--- src/rtl/adder_pkg.sv ---
// Shared types and helpers for the serial adder.
// Holds the FSM state encoding and the signed-overflow rule.
package adder_pkg;

  typedef enum logic [1:0] {
    IDLE,
    CALC,
    DONE
  } add_state_t;

  function automatic logic ovf_flag(
    input logic am,
    input logic bm,
    input logic sm
  );
    return (am == bm) && (sm != am);
  endfunction

endpackage

--- src/rtl/slice_adder.sv ---
// Combinational ripple adder for one slice of the serial adder.
// Each full adder is two half adders plus an OR on the carries.
module half_adder (
  input  logic a,
  input  logic b,
  output logic s,
  output logic c
);

  assign s = a ^ b;
  assign c = a & b;

endmodule

module slice_adder #(
  parameter int SLICE = 1
) (
  input  logic [SLICE-1:0] a,
  input  logic [SLICE-1:0] b,
  input  logic             cin,
  output logic [SLICE-1:0] sum,
  output logic             cout
);

  logic [SLICE:0] c;

  assign c[0] = cin;

  for (genvar i = 0; i < SLICE; i++) begin : g_fa
    logic s1;
    logic c1;
    logic c2;

    half_adder u_ha0 (
      .a(a[i]),
      .b(b[i]),
      .s(s1),
      .c(c1)
    );

    half_adder u_ha1 (
      .a(s1),
      .b(c[i]),
      .s(sum[i]),
      .c(c2)
    );

    assign c[i+1] = c1 | c2;
  end

  assign cout = c[SLICE];

endmodule

--- src/rtl/serial_adder.sv ---
// Multi-cycle adder: SLICE bits per clock with a registered carry,
// valid/ready handshakes on both sides, carry-out and overflow flags.
module serial_adder
  import adder_pkg::*;
#(
  parameter int WIDTH = 8,
  parameter int SLICE = 1
) (
  input  logic             clk,
  input  logic             rst_n,
  input  logic             in_valid,
  output logic             in_ready,
  input  logic [WIDTH-1:0] a,
  input  logic [WIDTH-1:0] b,
  input  logic             cin,
  output logic             out_valid,
  input  logic             out_ready,
  output logic [WIDTH-1:0] sum,
  output logic             cout,
  output logic             ovf
);

  localparam int SDIV = (SLICE < 1) ? 1 : SLICE;
  localparam int N    = WIDTH / SDIV;
  localparam int CW   = $clog2(N + 1);

  if (WIDTH < 1 || SLICE < 1 || SLICE > WIDTH ||
      (WIDTH % SDIV) != 0) begin : g_bad_param
    $error("serial_adder: bad WIDTH/SLICE combination");
  end

  add_state_t       state;
  logic [WIDTH-1:0] a_sr;
  logic [WIDTH-1:0] b_sr;
  logic [WIDTH-1:0] sum_r;
  logic [WIDTH-1:0] sum_nxt;
  logic             carry;
  logic             cout_r;
  logic             ovf_r;
  logic             a_msb;
  logic             b_msb;
  logic [CW-1:0]    cnt;
  logic [SLICE-1:0] s_sum;
  logic             s_cout;
  logic             last;

  slice_adder #(
    .SLICE(SLICE)
  ) u_slice (
    .a   (a_sr[SLICE-1:0]),
    .b   (b_sr[SLICE-1:0]),
    .cin (carry),
    .sum (s_sum),
    .cout(s_cout)
  );

  // Results enter at the MSB end so the first slice ends at bit 0.
  if (SLICE == WIDTH) begin : g_full
    assign sum_nxt = s_sum;
  end else begin : g_part
    assign sum_nxt = {s_sum, sum_r[WIDTH-1:SLICE]};
  end

  assign last = (cnt == CW'(N - 1));

  always_ff @(posedge clk) begin
    if (!rst_n) begin
      state  <= IDLE;
      a_sr   <= '0;
      b_sr   <= '0;
      sum_r  <= '0;
      carry  <= 1'b0;
      cout_r <= 1'b0;
      ovf_r  <= 1'b0;
      a_msb  <= 1'b0;
      b_msb  <= 1'b0;
      cnt    <= '0;
    end else begin
      unique case (state)
        IDLE: begin
          if (in_valid) begin
            a_sr  <= a;
            b_sr  <= b;
            carry <= cin;
            a_msb <= a[WIDTH-1];
            b_msb <= b[WIDTH-1];
            cnt   <= '0;
            state <= CALC;
          end
        end
        CALC: begin
          sum_r <= sum_nxt;
          a_sr  <= a_sr >> SLICE;
          b_sr  <= b_sr >> SLICE;
          carry <= s_cout;
          cnt   <= cnt + CW'(1);
          if (last) begin
            cout_r <= s_cout;
            ovf_r  <= ovf_flag(a_msb, b_msb,
                               s_sum[SLICE-1]);
            cnt    <= '0;
            state  <= DONE;
          end
        end
        DONE: begin
          if (out_ready) begin
            state <= IDLE;
          end
        end
        default: state <= IDLE;
      endcase
    end
  end

  assign in_ready  = (state == IDLE);
  assign out_valid = (state == DONE);
  assign sum       = sum_r;
  assign cout      = cout_r;
  assign ovf       = ovf_r;

endmodule

--- config.mk ---
export PLATFORM = sky130hd
export DESIGN_NAME = serial_adder
export DESIGN_NICKNAME = d
export VERILOG_FILES = /design/src/rtl/adder_pkg.sv /design/src/rtl/slice_adder.sv /design/src/rtl/serial_adder.sv
export SDC_FILE = /design/constraint.sdc
export NUM_CORES = 1
export LEC_CHECK = 0
export CAP_MARGIN = 15
export CORE_ASPECT_RATIO = 1.75
export CORE_MARGIN = 10
export CORE_UTILIZATION = 30
export CTS_CLUSTER_SIZE = 25
export DETAILED_ROUTE_END_ITERATION = 6
export GPL_ROUTABILITY_DRIVEN = 0
export PLACE_DENSITY = 0.53
export SETUP_SLACK_MARGIN = 0.05
export SKIP_LAST_GASP = 1
export SLEW_MARGIN = 10
export SYNTH_ARGS = -nofsm -noshare
export SYNTH_HDL_FRONTEND = slang
export SYNTH_SLANG_ARGS = --single-unit
--- constraint.sdc ---
create_clock -name clk -period 2 [get_ports clk]
set_clock_uncertainty 0.05 [all_clocks]
set_input_delay 0.2 -clock clk [delete_from_list [all_inputs] [get_ports clk]]
set_output_delay 0.2 -clock clk [all_outputs]
set_load 0.01 [all_outputs]
==> results.md, run 1 <==
* Outcome: finished, final reports clean
* Number of clock buffers inserted by TritonCTS at 5
* Max-capacitance violation count at 0
* Required @ worst endpoint at 2120 ps
* Power per cell area at 751.0 nW/um2
* Hold Slack at 406.8 ps
* Synth Instances at 179
* Fraction of post-synthesis cell area in the top cell type by area at 47.86%
* Category of the worst setup path capture point: flip-flop
* Ports at 33
* Area Growth Syn to Fin at 33.42%
* Met1 layer usage reported by global route at 9.200%
* Maximum clock path buffer count at 2
* Max-Slew Margin vs Limit at 75.76%
* Total number of vias at 1345
* Critical path type: flip-flop to flip-flop
* Number of diodes added for antenna fixing at 0
* CTS Root Buffer Type: sky130_fd_sc_hd__clkbuf_8
* Post-detailed-placement half-perimeter wirelength at 2.623 mm
* Global-route track usage on met3 at 4.850%
* Final worst path period need at 1705 ps
* P_leak at 0.7338 nW
* Number of storage elements in the synthesis netlist at 35
* GRT Util Overall at 9.215%
* Max Slew Vio Count at 0
* Per-instance average area after synthesis at 8.178 um2
* Antenna Nets Post-Route at 0
* Initial antenna violation count at 0
* Count of flip-flops with a built-in enable after synthesis at 0
* DR iter-0 viols at 70
* Total Neg Setup Slack at 0 ps
* Cell types occupying the most area after synthesis: sky130_fd_sc_hd__dfxtp_1 (48%), sky130_fd_sc_hd__nand2_1 (13%), sky130_fd_sc_hd__a311oi_1 (9.0%), sky130_fd_sc_hd__nor2_1 (6.2%), sky130_fd_sc_hd__a21oi_1 (4.4%)
* Via density per instance at 5.019
* Total number of clock tree sinks at 35
* Total global routing overflow at 0
* Cell with the largest stage delay on the worst path: sky130_fd_sc_hd__fa_1
* Total wirelength of the detailed-routed design at 3.762 mm
* FFs w/ async S/R, synth at 0%
* Average routed wire per standard cell at 14.04 um
* Total nets after synthesis at 202
* Fraction of final layout cells with drive strength greater than 1 at 7.870%
* Cell Chain, Critical Path: fa_1 > and3b_1 > a2111oi_0 > nor3_1
* Die Footprint at 8184 um2
* Clock transition at path regs at 70 ps
* Post-synthesis cell area at 1464 um2
* Pin slew with the least headroom to its limit at 354.4 ps
* CP Launch Type: flip-flop
* Detailed-router iteration count before antenna repair at 4
* FMAX at 586.5 MHz
* Cell taking the most area after synthesis: sky130_fd_sc_hd__dfxtp_1
* Vias in the first global route at 1377
* Clock tree from TritonCTS: yes
* Ratio of final minimum period to clock period at 85.25%
* Proportion of synthesized chip area in sequential cells at 47.86%
* Final setup violation count at 0
* Starting density of the core at 31.10%
* Count of port buffers added during placement at 32
* Number of cell rows at 33
* Clock latency at the later pin of the worst-skew pair at 280 ps
* Count of H-tree levels built during CTS at 2
* Total of hold buffers inserted after clock tree synthesis at 0
* Wire length of the first global-routing pass at 6.147 mm
* Count of fill cells added during filler insertion at 501
* Leading cell types by count after synthesis: sky130_fd_sc_hd__nand2_1 (49), sky130_fd_sc_hd__dfxtp_1 (35), sky130_fd_sc_hd__nor2_1 (24)
* Total number of yosys warnings at 0
* Die Ht at 112.4 um
* Worst Hold Depth at 2
* Drc violations at 0
* Count of cells along the worst register-to-register path at 4
* GR met2 Demand/Resource at 15.04%
* Highest ir drop seen on vdd at 464.8 uV
* Core box area at 4707 um2
* Largest net degree at the start of global routing at 36
* Worst endpoint data arrival time at 1820 ps
* Commonest register cell after synthesis: sky130_fd_sc_hd__dfxtp_1
* Post-CTS sizing at 0
* Final net count at 238
* Unrepaired setup endpoints after global routing: no
* Buffers inserted during post-CTS setup optimization at 0
* Highest net fanout along the worst path at 3
* CP peak stage delay at 580 ps
* Most utilized layer in the global route result: met2
* Final hold violation count at 0
* Min-Delay Path Class: flip-flop to flip-flop
* Chip width at 72.81 um
* Count of cell types in the netlist at 29
* Leading cell type by number of instances after synthesis: sky130_fd_sc_hd__nand2_1
-- metal layers --
metal	vias to the layer above	part of all wire, %
met2	30	51
met4	0	1.2
met5	-	0
met1	623	39
met3	4	9.1
li1	688	-
-- worst max-delay path, delay by kind of cell, from the launching register on --
kind,cells,cell delay [ps]
fa+ha+maj,1,580
compound gates,1,370
simple gates,2,260
flops,1,330
-- final timing paths --
check                 to  slack (ps)    from
hold reg to reg   sum[0]         410  sum[0]
setup reg to reg     ovf         300   carry
setup / recovery     ovf         300   carry
hold / removal    sum[0]         410  sum[0]
-- power by group --
part | switching (W) | leakage (nW) | internal, W | total (W)
registers | 0.0000251 | 0.287 | 0.000737 | 0.000762
logic | 0.000108 | 0.405 | 0.000108 | 0.000215
clock network | 0.000245 | 0.0422 | 0.000244 | 0.000489
total | 0.000377 | 0.734 | 0.00109 | 0.00147
-- placed cells by master (no fill, tap or decap), types with 2 or more instances in the layout --
master / instances
sky130_fd_sc_hd__mux2i_1: 2
sky130_fd_sc_hd__nand2_1: 49
sky130_fd_sc_hd__clkbuf_8: 5
sky130_fd_sc_hd__dfxtp_1: 35
sky130_fd_sc_hd__o21ai_0: 2
sky130_fd_sc_hd__nor3b_1: 2
sky130_fd_sc_hd__clkbuf_1: 2
sky130_fd_sc_hd__a21oi_1: 13
sky130_fd_sc_hd__a311oi_1: 15
sky130_fd_sc_hd__nand3_1: 3
sky130_fd_sc_hd__buf_4: 8
sky130_fd_sc_hd__nor2_1: 24
sky130_fd_sc_hd__clkdlybuf4s50_1: 32
sky130_fd_sc_hd__and3b_1: 2
sky130_fd_sc_hd__a22oi_1: 4
-- registers in the layout, summed over array words and instances (netlist names) --
| signal | count |
|---|---|
| a_msb | 1 |
| a_sr | 8 |
| b_msb | 1 |
| b_sr | 8 |
| carry | 1 |
| cnt | 4 |
| cout | 1 |
| ovf | 1 |
| state | 2 |
| sum | 8 |
-- area by class of cell --
class	instances	area [um2]	share of cell area (%)
sequential	35	700.7	35.87
multi-input combinational	130	698.2	35.75
timing repair buffer	41	400.4	20.50
clock buffer	7	76.32	3.908
tap	52	65.06	3.331
inverter	2	7.507	0.3844
clock inverter	1	5.005	0.2562
-- kinds of logic (layout without fill, tap and decap cells) --
group	count (synthesis)	in the layout	synth area share, %
AOI/OAI and AO/OA	38	38	18.38
adders and majority gates	2	2	2.222
buffers and inverters	14	51	4.615
DFF	35	35	47.86
muxes	2	2	1.368
and+or+nand+nor	88	88	25.56
-- stage by stage --
step / instances / area [um2] / worst slack, ps / utilization (%) / power [W]
after floorplan: 179 / 1464 / 385.0 / - / 0.0008983
after global placement: 260 / 1872 / 298.6 / 39.77 / 0.0009953
after detailed placement: 260 / 1872 / 318.8 / 39.77 / 0.0009952
after CTS: 268 / 1953 / 269.3 / 41.49 / 0.001494
after global routing: 268 / 1953 / 142.5 / 41.49 / 0.001546
final: 268 / 1953 / 295.0 / 41.49 / 0.001467
Note: power is estimated with default switching activity, not from simulation.
==> run 2, diff against run 1 <==
--- a/config.mk
+++ b/config.mk
@@ -12,10 +12,10 @@
 export CTS_CLUSTER_SIZE = 25
 export DETAILED_ROUTE_END_ITERATION = 6
 export GPL_ROUTABILITY_DRIVEN = 0
-export PLACE_DENSITY = 0.53
+export PLACE_DENSITY = 0.55
 export SETUP_SLACK_MARGIN = 0.05
 export SKIP_LAST_GASP = 1
-export SLEW_MARGIN = 10
+export SLEW_MARGIN = 20
 export SYNTH_ARGS = -nofsm -noshare
 export SYNTH_HDL_FRONTEND = slang
 export SYNTH_SLANG_ARGS = --single-unit
==> constraint.sdc (replaced) <==
create_clock -name clk -period 1.4 [get_ports clk]
set_clock_uncertainty 0.05 [all_clocks]
set_input_delay 0.14 -clock clk [delete_from_list [all_inputs] [get_ports clk]]
set_output_delay 0.14 -clock clk [all_outputs]
set_load 0.01 [all_outputs]
==> run 2 against run 1 <==
The run now ends with negative setup slack left; non-clock buffer count is 12 higher; power rose by 62%; sequential share of layout area down 3.5 points; combinational power rose by 91%; critical path type unchanged; final cell count grew 4.1%; utilization is 5.3 points higher; sequential power is 43% higher; cell area increased by 13%; fmax grew 8.1%.
==> results.md, run 2 (synthesis gave the netlist of run 1 again) <==
* Antenna Nets Post-Route at 0 (unchanged)
* CP peak stage delay at 570 ps (about the same)
* Highest net fanout along the worst path at 2 (-1)
* Final hold violation count at 0 (unchanged)
* Unrepaired setup endpoints after global routing: yes
* Max-capacitance violation count at 0 (unchanged)
* Largest net degree at the start of global routing at 36 (unchanged)
* DR iter-0 viols at 124 (+77%)
* Origin of the worst setup path: a_sr[0]
* Min-Delay Path Class: input pin to flip-flop
* Final net count at 250 (+5.0%)
* Category of the worst setup path capture point: flip-flop
* Fraction of the core area covered by cells at the end of the flow at 46.78% (+5.3 points)
* Core box area at 4707 um2 (unchanged)
* Final worst path period need at 1577 ps (-127.7 ps)
* Pin slew with the least headroom to its limit at 248.6 ps (-105.9 ps)
* Reported net switching power at 0.0005873 W (+56%)
* Total Neg Setup Slack at -177.3 ps (-177.3 ps)
* Clock transition at path regs at 70 ps (about the same)
* Internal portion of total power at 0.001793 W (+65%)
* Ratio of final minimum period to clock period at 112.7% (+27 points)
* Count of cells along the worst register-to-register path at 4 (unchanged)
* FMAX at 634.0 MHz (+8.1%)
* GRT Util Overall at 9.409% (+0.19 points)
* Count of fill cells added during filler insertion at 487 (-2.8%)
* Vias in the first global route at 1431 (+3.9%)
* Cell family with most CP delay: adder cells
* Wire length of the first global-routing pass at 6.313 mm (+2.7%)
* Total wirelength of the detailed-routed design at 4.195 mm (+12%)
* Sequential Power Share at 45.7% (-6.3 points)
* Die Ht at 112.4 um (unchanged)
* Max Slew Vio Count at 0 (unchanged)
* Number of stages on the worst setup path at 4 (unchanged)
* Outcome: complete, but fails checks
* Capture point of the worst reg-to-reg path: ovf
* Violated checks: negative setup slack
* Ports at 33 (unchanged)
* Area Growth Syn to Fin at 50.43%
* Number of clock buffers inserted by TritonCTS at 5 (unchanged)
* Power per cell area at 1081 nW/um2 (+44%)
* Switching share of power at 24.67% (-1.1 points)
* Total global routing overflow at 0 (unchanged)
* Multi-input combinational cell area at 778.2 um2 (+11%)
* Commonest cells after routing, fill and taps aside: sky130_fd_sc_hd__nand2_1 (49), sky130_fd_sc_hd__dfxtp_1 (29), sky130_fd_sc_hd__nor2_1 (24), sky130_fd_sc_hd__clkdlybuf4s50_1 (20), sky130_fd_sc_hd__buf_4 (15)
* Starting density of the core at 31.10% (unchanged)
* Minimum setup slack among reg-to-reg paths at -180 ps (-470 ps)
* Post-detailed-placement half-perimeter wirelength at 2.632 mm (+0.35%)
* Total number of clock tree sinks at 35 (unchanged)
* Clock network power share at 37.0% (+3.7 points)
* Maximum clock path buffer count at 2 (unchanged)
* Via density per instance at 5.039 (+0.41%)
* Count of port buffers added during placement at 32 (unchanged)
* Capturing instance or port of the critical path: ovf
* Final setup violation count at 1 (+1)
* Critical path type: flip-flop to flip-flop
* Highest ir drop seen on vdd at 1026 uV (+120%)
* Count of H-tree levels built during CTS at 2 (unchanged)
* Number of cell rows at 33 (unchanged)
* Cell with the largest stage delay on the worst path: sky130_fd_sc_hd__fa_1
* Cell Chain, Critical Path: fa_1 > and3b_2 > a2111oi_4 > nor3_1
* Required @ worst endpoint at 1520 ps (-600 ps)
* Buffering stage count on the worst path with inverters included at 0 (unchanged)
* CP Launch Type: flip-flop
* Average routed wire per standard cell at 15.04 um (+7.1%)
* Detailed-router iteration count before antenna repair at 4 (unchanged)
* Most common cell after layout, fill and taps aside: sky130_fd_sc_hd__nand2_1
* Die Footprint at 8184 um2 (unchanged)
* Reg2Reg Launch Point: a_sr[0]
* Proportion of power drawn by combinational gates at 17.3% (+2.6 points)
* CTS Root Buffer Type: sky130_fd_sc_hd__clkbuf_8
* Clock latency at the later pin of the worst-skew pair at 290 ps (about the same)
* Drc violations at 0 (unchanged)
* Number of diodes added for antenna fixing at 0 (unchanged)
* Fraction of final layout cells with drive strength greater than 1 at 20.26% (+12 points)
* Final worst setup slack at -177.3 ps (-472.3 ps)
* Initial antenna violation count at 0 (unchanged)
* Reg area at 713.2 um2 (+1.8%)
* Chip width at 72.81 um (unchanged)
* Max-Slew Margin vs Limit at 83.43% (+7.7 points)
* Total number of vias at 1406 (+4.5%)
* P_leak at 0.8910 nW (+21%)
* Clock tree from TritonCTS: yes
* Worst endpoint data arrival time at 1700 ps (-120 ps)
## run 2: cell count changes in the layout (fill, tap and decap cells not counted), moves of 3 or more
cell	delta
sky130_fd_sc_hd__clkdlybuf4s50_1	-12
sky130_fd_sc_hd__dlygate4sd2_1	+11
sky130_fd_sc_hd__buf_4	+7
sky130_fd_sc_hd__dfxtp_1	-6
sky130_fd_sc_hd__dfxtp_2	+4
sky130_fd_sc_hd__a311oi_1	-3
sky130_fd_sc_hd__a311oi_2	+3
## run 2: worst min-delay path by stage
| stage | from | endpoint | slack, ps | cells past startpoint |
|---|---|---|---|---|
| 4_1_cts | a[3] | a_sr[3] | 370 | 3 |
| 6_report | a[3] | a_sr[3] | 370 | 3 |
| 3_3_place_gp | sum[0] | sum[0] | 400 | 2 |
| 5_1_grt | a[5] | a_sr[5] | 380 | 3 |
| 2_1_floorplan | a[7] | a_msb | 240 | 2 |
| 3_5_place_dp | sum[0] | sum[0] | 400 | 2 |
## run 2: power by group through the flow
| stage | clock, W | combinational [W] | sequential (W) |
|---|---|---|---|
| CTS | 0.000907 | 0.000355 | 0.00109 |
| global route | 0.000944 | 0.000447 | 0.00109 |
| finish | 0.000881 | 0.000411 | 0.00109 |
| detailed placement | 0 | 0.000335 | 0.00112 |
| floorplan | 0 | 0.000185 | 0.00111 |
| global placement | 0 | 0.000336 | 0.00111 |
## run 2: stage by stage
step / total power (W) / instance area [um2] / setup WS (ps) / hold slack (ps) / cells
2_1_floorplan: 0.001294 / 1496 / -174.5 / 237.2 / 179
3_3_place_gp: 0.001449 / 1952 / -209.1 / 399.1 / 263
3_5_place_dp: 0.001451 / 1952 / -244.1 / 401.4 / 263
4_1_cts: 0.002351 / 2085 / -213.4 / 374.1 / 276
5_1_grt: 0.002486 / 2202 / -213.4 / 383.3 / 279
6_report: 0.002380 / 2202 / -177.3 / 371.5 / 279
## run 2: worst reg2reg max path, stage by stage (launching register included)
cell	delay, ps
sky130_fd_sc_hd__dfxtp_2	330
sky130_fd_sc_hd__fa_1	570
sky130_fd_sc_hd__and3b_2	230
sky130_fd_sc_hd__a2111oi_4	190
sky130_fd_sc_hd__nor3_1	80
## run 2: metal layers
metal | wire length [um] | vias to the layer above | GRT usage (%)
met3 | 275 | 10 | 3.968
met1 | 1739 | 662 | 9.776
li1 | - | 708 | -
met5 | 0 | - | 0
met4 | 92 | 0 | 3.817
met2 | 2087 | 26 | 15.97
## run 2: final cells by class
| type | count | area share, % |
|---|---|---|
| Inverter | 2 | 0.3409 |
| Multi-Input combinational cell | 130 | 35.34 |
| Timing Repair Buffer | 53 | 24.32 |
| Clock inverter | 1 | 1.364 |
| Clock buffer | 6 | 3.295 |
| Tap cell | 52 | 2.955 |
| Sequential cell | 35 | 32.39 |
## run 2: timing repair
action,CTS,global route
buffers inserted,6,1
hold endpoints to repair,0,0
setup endpoints to repair,14,19
pin swaps,2,8
gates cloned,0,2
hold buffers,0,0
resized for setup,17,12
==> run 3, diff against run 2 <==
--- a/config.mk
+++ b/config.mk
@@ -12,7 +12,6 @@
 export CTS_CLUSTER_SIZE = 25
 export DETAILED_ROUTE_END_ITERATION = 6
 export GPL_ROUTABILITY_DRIVEN = 0
-export PLACE_DENSITY = 0.55
 export SETUP_SLACK_MARGIN = 0.05
 export SKIP_LAST_GASP = 1
 export SLEW_MARGIN = 20
==> run 3 against run 2 <==
The flow still finishes with violations (negative setup slack); sequential share of layout area decreased by 1.4 points; fmax up 2.1%; first-iteration DRC count decreased by 63%; hold slack improved by 8.0 ps; setup slack improved by 33 ps; sequential power hardly changed; cell area is 4.2% higher; routed wire length shrank 1.1%; highest routed layer unchanged.
==> results.md, run 3 (synthesis gave the netlist of run 1 again) <==
* Outcome: complete, but fails checks
* Violated checks: negative setup slack
* Initial antenna violation count at 0 (unchanged)
* Clock network power share at 31.0% (-6.0 points)
* Detailed-router iteration count before antenna repair at 4 (unchanged)
* Final setup violation count at 1 (unchanged)
* Highest ir drop seen on vdd at 797.7 uV (-22%)
* Unrepaired setup endpoints after global routing: yes
* CP Launch Type: flip-flop
* Commonest cells after routing, fill and taps aside: sky130_fd_sc_hd__nand2_1 (40), sky130_fd_sc_hd__dfxtp_1 (30), sky130_fd_sc_hd__nor2_1 (24), sky130_fd_sc_hd__clkdlybuf4s50_1 (20)
* Total power at 0.002261 W (-5.0%)
* Total Neg Setup Slack at -144.8 ps (+32.51 ps)
* Total of hold buffers inserted after clock tree synthesis at 0 (unchanged)
* Pin slew with the least headroom to its limit at 276.1 ps (+27.53 ps)
* Max-capacitance violation count at 0 (unchanged)
* Fraction of final layout cells with drive strength greater than 1 at 26.64% (+6.4 points)
* Total wirelength of the detailed-routed design at 4.149 mm (-1.1%)
* Final worst setup slack at -144.8 ps (+32.51 ps)
* Ports at 33 (unchanged)
* Total number of vias at 1441 (+2.5%)
* Proportion of power drawn by combinational gates at 20.5% (+3.2 points)
* Max Slew Vio Count at 0 (unchanged)
* Die Footprint at 8184 um2 (unchanged)
* Ratio of final minimum period to clock period at 110.3% (-2.3 points)
* Reported net switching power at 0.0006129 W (+4.4%)
* CTS Root Buffer Type: sky130_fd_sc_hd__clkbuf_8
* Count of fill cells added during filler insertion at 491 (+0.82%)
* Required @ worst endpoint at 1520 ps (about the same)
* Internal portion of total power at 0.001648 W (-8.1%)
* Die Ht at 112.4 um (unchanged)
* Category of the worst setup path capture point: flip-flop
* Count of port buffers added during placement at 32 (unchanged)
* Largest net degree at the start of global routing at 36 (unchanged)
* Vias in the first global route at 1352 (-5.5%)
* Dpl ws at -199.2 ps (+44.97 ps)
* DR iter-0 viols at 46 (-63%)
* Count of H-tree levels built during CTS at 2 (unchanged)
* FMAX at 647.3 MHz (+2.1%)
* Final hold violation count at 0 (unchanged)
* Wire length of the first global-routing pass at 6.196 mm (-1.9%)
* Highest net fanout along the worst path at 2 (unchanged)
* Total global routing overflow at 0 (unchanged)
* Clock latency at the later pin of the worst-skew pair at 290 ps (about the same)
* Clock transition at path regs at 70 ps (about the same)
* Final net count at 251 (+0.40%)
* Number of instances in the placed design at 261 (-0.76%)
* Post-detailed-placement half-perimeter wirelength at 2.609 mm (-0.86%)
* Average routed wire per standard cell at 14.77 um (-1.8%)
* Total number of clock tree sinks at 35 (unchanged)
* Number of diodes added for antenna fixing at 0 (unchanged)
* Antenna Nets Post-Route at 0 (unchanged)
* GRT Util Overall at 9.374% (-0.035 points)
* Via density per instance at 5.128 (+1.8%)
* Sequential Power Share at 48.5% (+2.8 points)
* P_leak at 0.9681 nW (+8.7%)
* Worst endpoint data arrival time at 1660 ps (-40 ps)
* Starting density of the core at 31.10% (unchanged)
* Number of cell rows at 33 (unchanged)
* Drc violations at 0 (unchanged)
* Area Growth Syn to Fin at 56.75%
* Maximum clock path buffer count at 2 (unchanged)
* Min-Delay Path Class: input pin to flip-flop
* Number of clock buffers inserted by TritonCTS at 5 (unchanged)
* Core box area at 4707 um2 (unchanged)
* Switching share of power at 27.11% (+2.4 points)
* Clock tree from TritonCTS: yes
* Power per cell area at 985.3 nW/um2 (-8.8%)
* Max-Slew Margin vs Limit at 81.56% (-1.9 points)
* Final instance count without filler cells at 281 (+0.72%)
* Final worst path period need at 1545 ps (-32.51 ps)
* Chip width at 72.81 um (unchanged)
* Most common cell after layout, fill and taps aside: sky130_fd_sc_hd__nand2_1
* Critical path type: flip-flop to flip-flop
[run 3: changes by cell type in the layout (fill, tap and decap cells not counted), moves of 2 or more]
| cell | delta |
|---|---|
| sky130_fd_sc_hd__nand2_1 | -9 |
| sky130_fd_sc_hd__buf_6 | +4 |
| sky130_fd_sc_hd__a311oi_2 | +8 |
| sky130_fd_sc_hd__nand2_4 | +7 |
| sky130_fd_sc_hd__a311oi_1 | -8 |
| sky130_fd_sc_hd__buf_4 | -3 |
| sky130_fd_sc_hd__nand2_2 | +2 |
[run 3: metal layers]
layer | up-vias | track usage (%) | wire length [um]
li1 | 712 | - | -
met1 | 689 | 9.516 | 1595
met2 | 33 | 16.26 | 2236
met3 | 7 | 3.527 | 214
met4 | 0 | 4.198 | 103
met5 | - | 0 | 0
[run 3: what timing repair did]
item                       in CTS  in global routing
pin swaps                       3                 20
buffers inserted                4                  5
gates cloned                    0                  3
setup endpoints to repair      14                 21
gates resized for setup        15                 35
[run 3: worst max-delay path, cell delays in order, from the launching register on]
cell and delay [ps]:
sky130_fd_sc_hd__dfxtp_2 330, sky130_fd_sc_hd__fa_1 570, sky130_fd_sc_hd__and3b_1 190, sky130_fd_sc_hd__a2111oi_2 210, sky130_fd_sc_hd__nor3_1 80
[run 3: final timing paths]
kind              to  cells after the start  startpoint  slack [ps]
max              ovf                      4       carry        -140
min          b_sr[4]                      3        b[4]         380
max reg2reg      ovf                      4       carry        -140
min reg2reg   sum[0]                      2      sum[0]         410
[run 3: final cells by class]
| class | instances | area (um2) | area share (%) |
|---|---|---|---|
| sequential | 35 | 711.9 | 31.03 |
| clock inverter | 1 | 5.005 | 0.2181 |
| clock buffer | 7 | 76.32 | 3.326 |
| inverter | 2 | 7.507 | 0.3272 |
| timing repair buffer | 54 | 563.0 | 24.54 |
| tap | 52 | 65.06 | 2.835 |
| multi-input combinational | 130 | 865.8 | 37.73 |
[run 3: through the flow]
stage               area [um2]  hold slack, ps  utilization, %
global route              2295           396.3           48.75
detailed placement        1937           406.0           41.15
global placement          1937           398.5           41.15
finish                    2295           379.4           48.75
floorplan                 1496           237.2               -
CTS                       2041           372.3           43.35
[run 3: power by group through the flow]
stage	combinational, W	sequential, W	clock [W]
final	0.000463	0.00110	0.000702
after global routing	0.000498	0.00110	0.000766
after CTS	0.000356	0.00109	0.000720
after detailed placement	0.000340	0.00112	0
after global placement	0.000335	0.00111	0
after floorplan	0.000185	0.00111	0
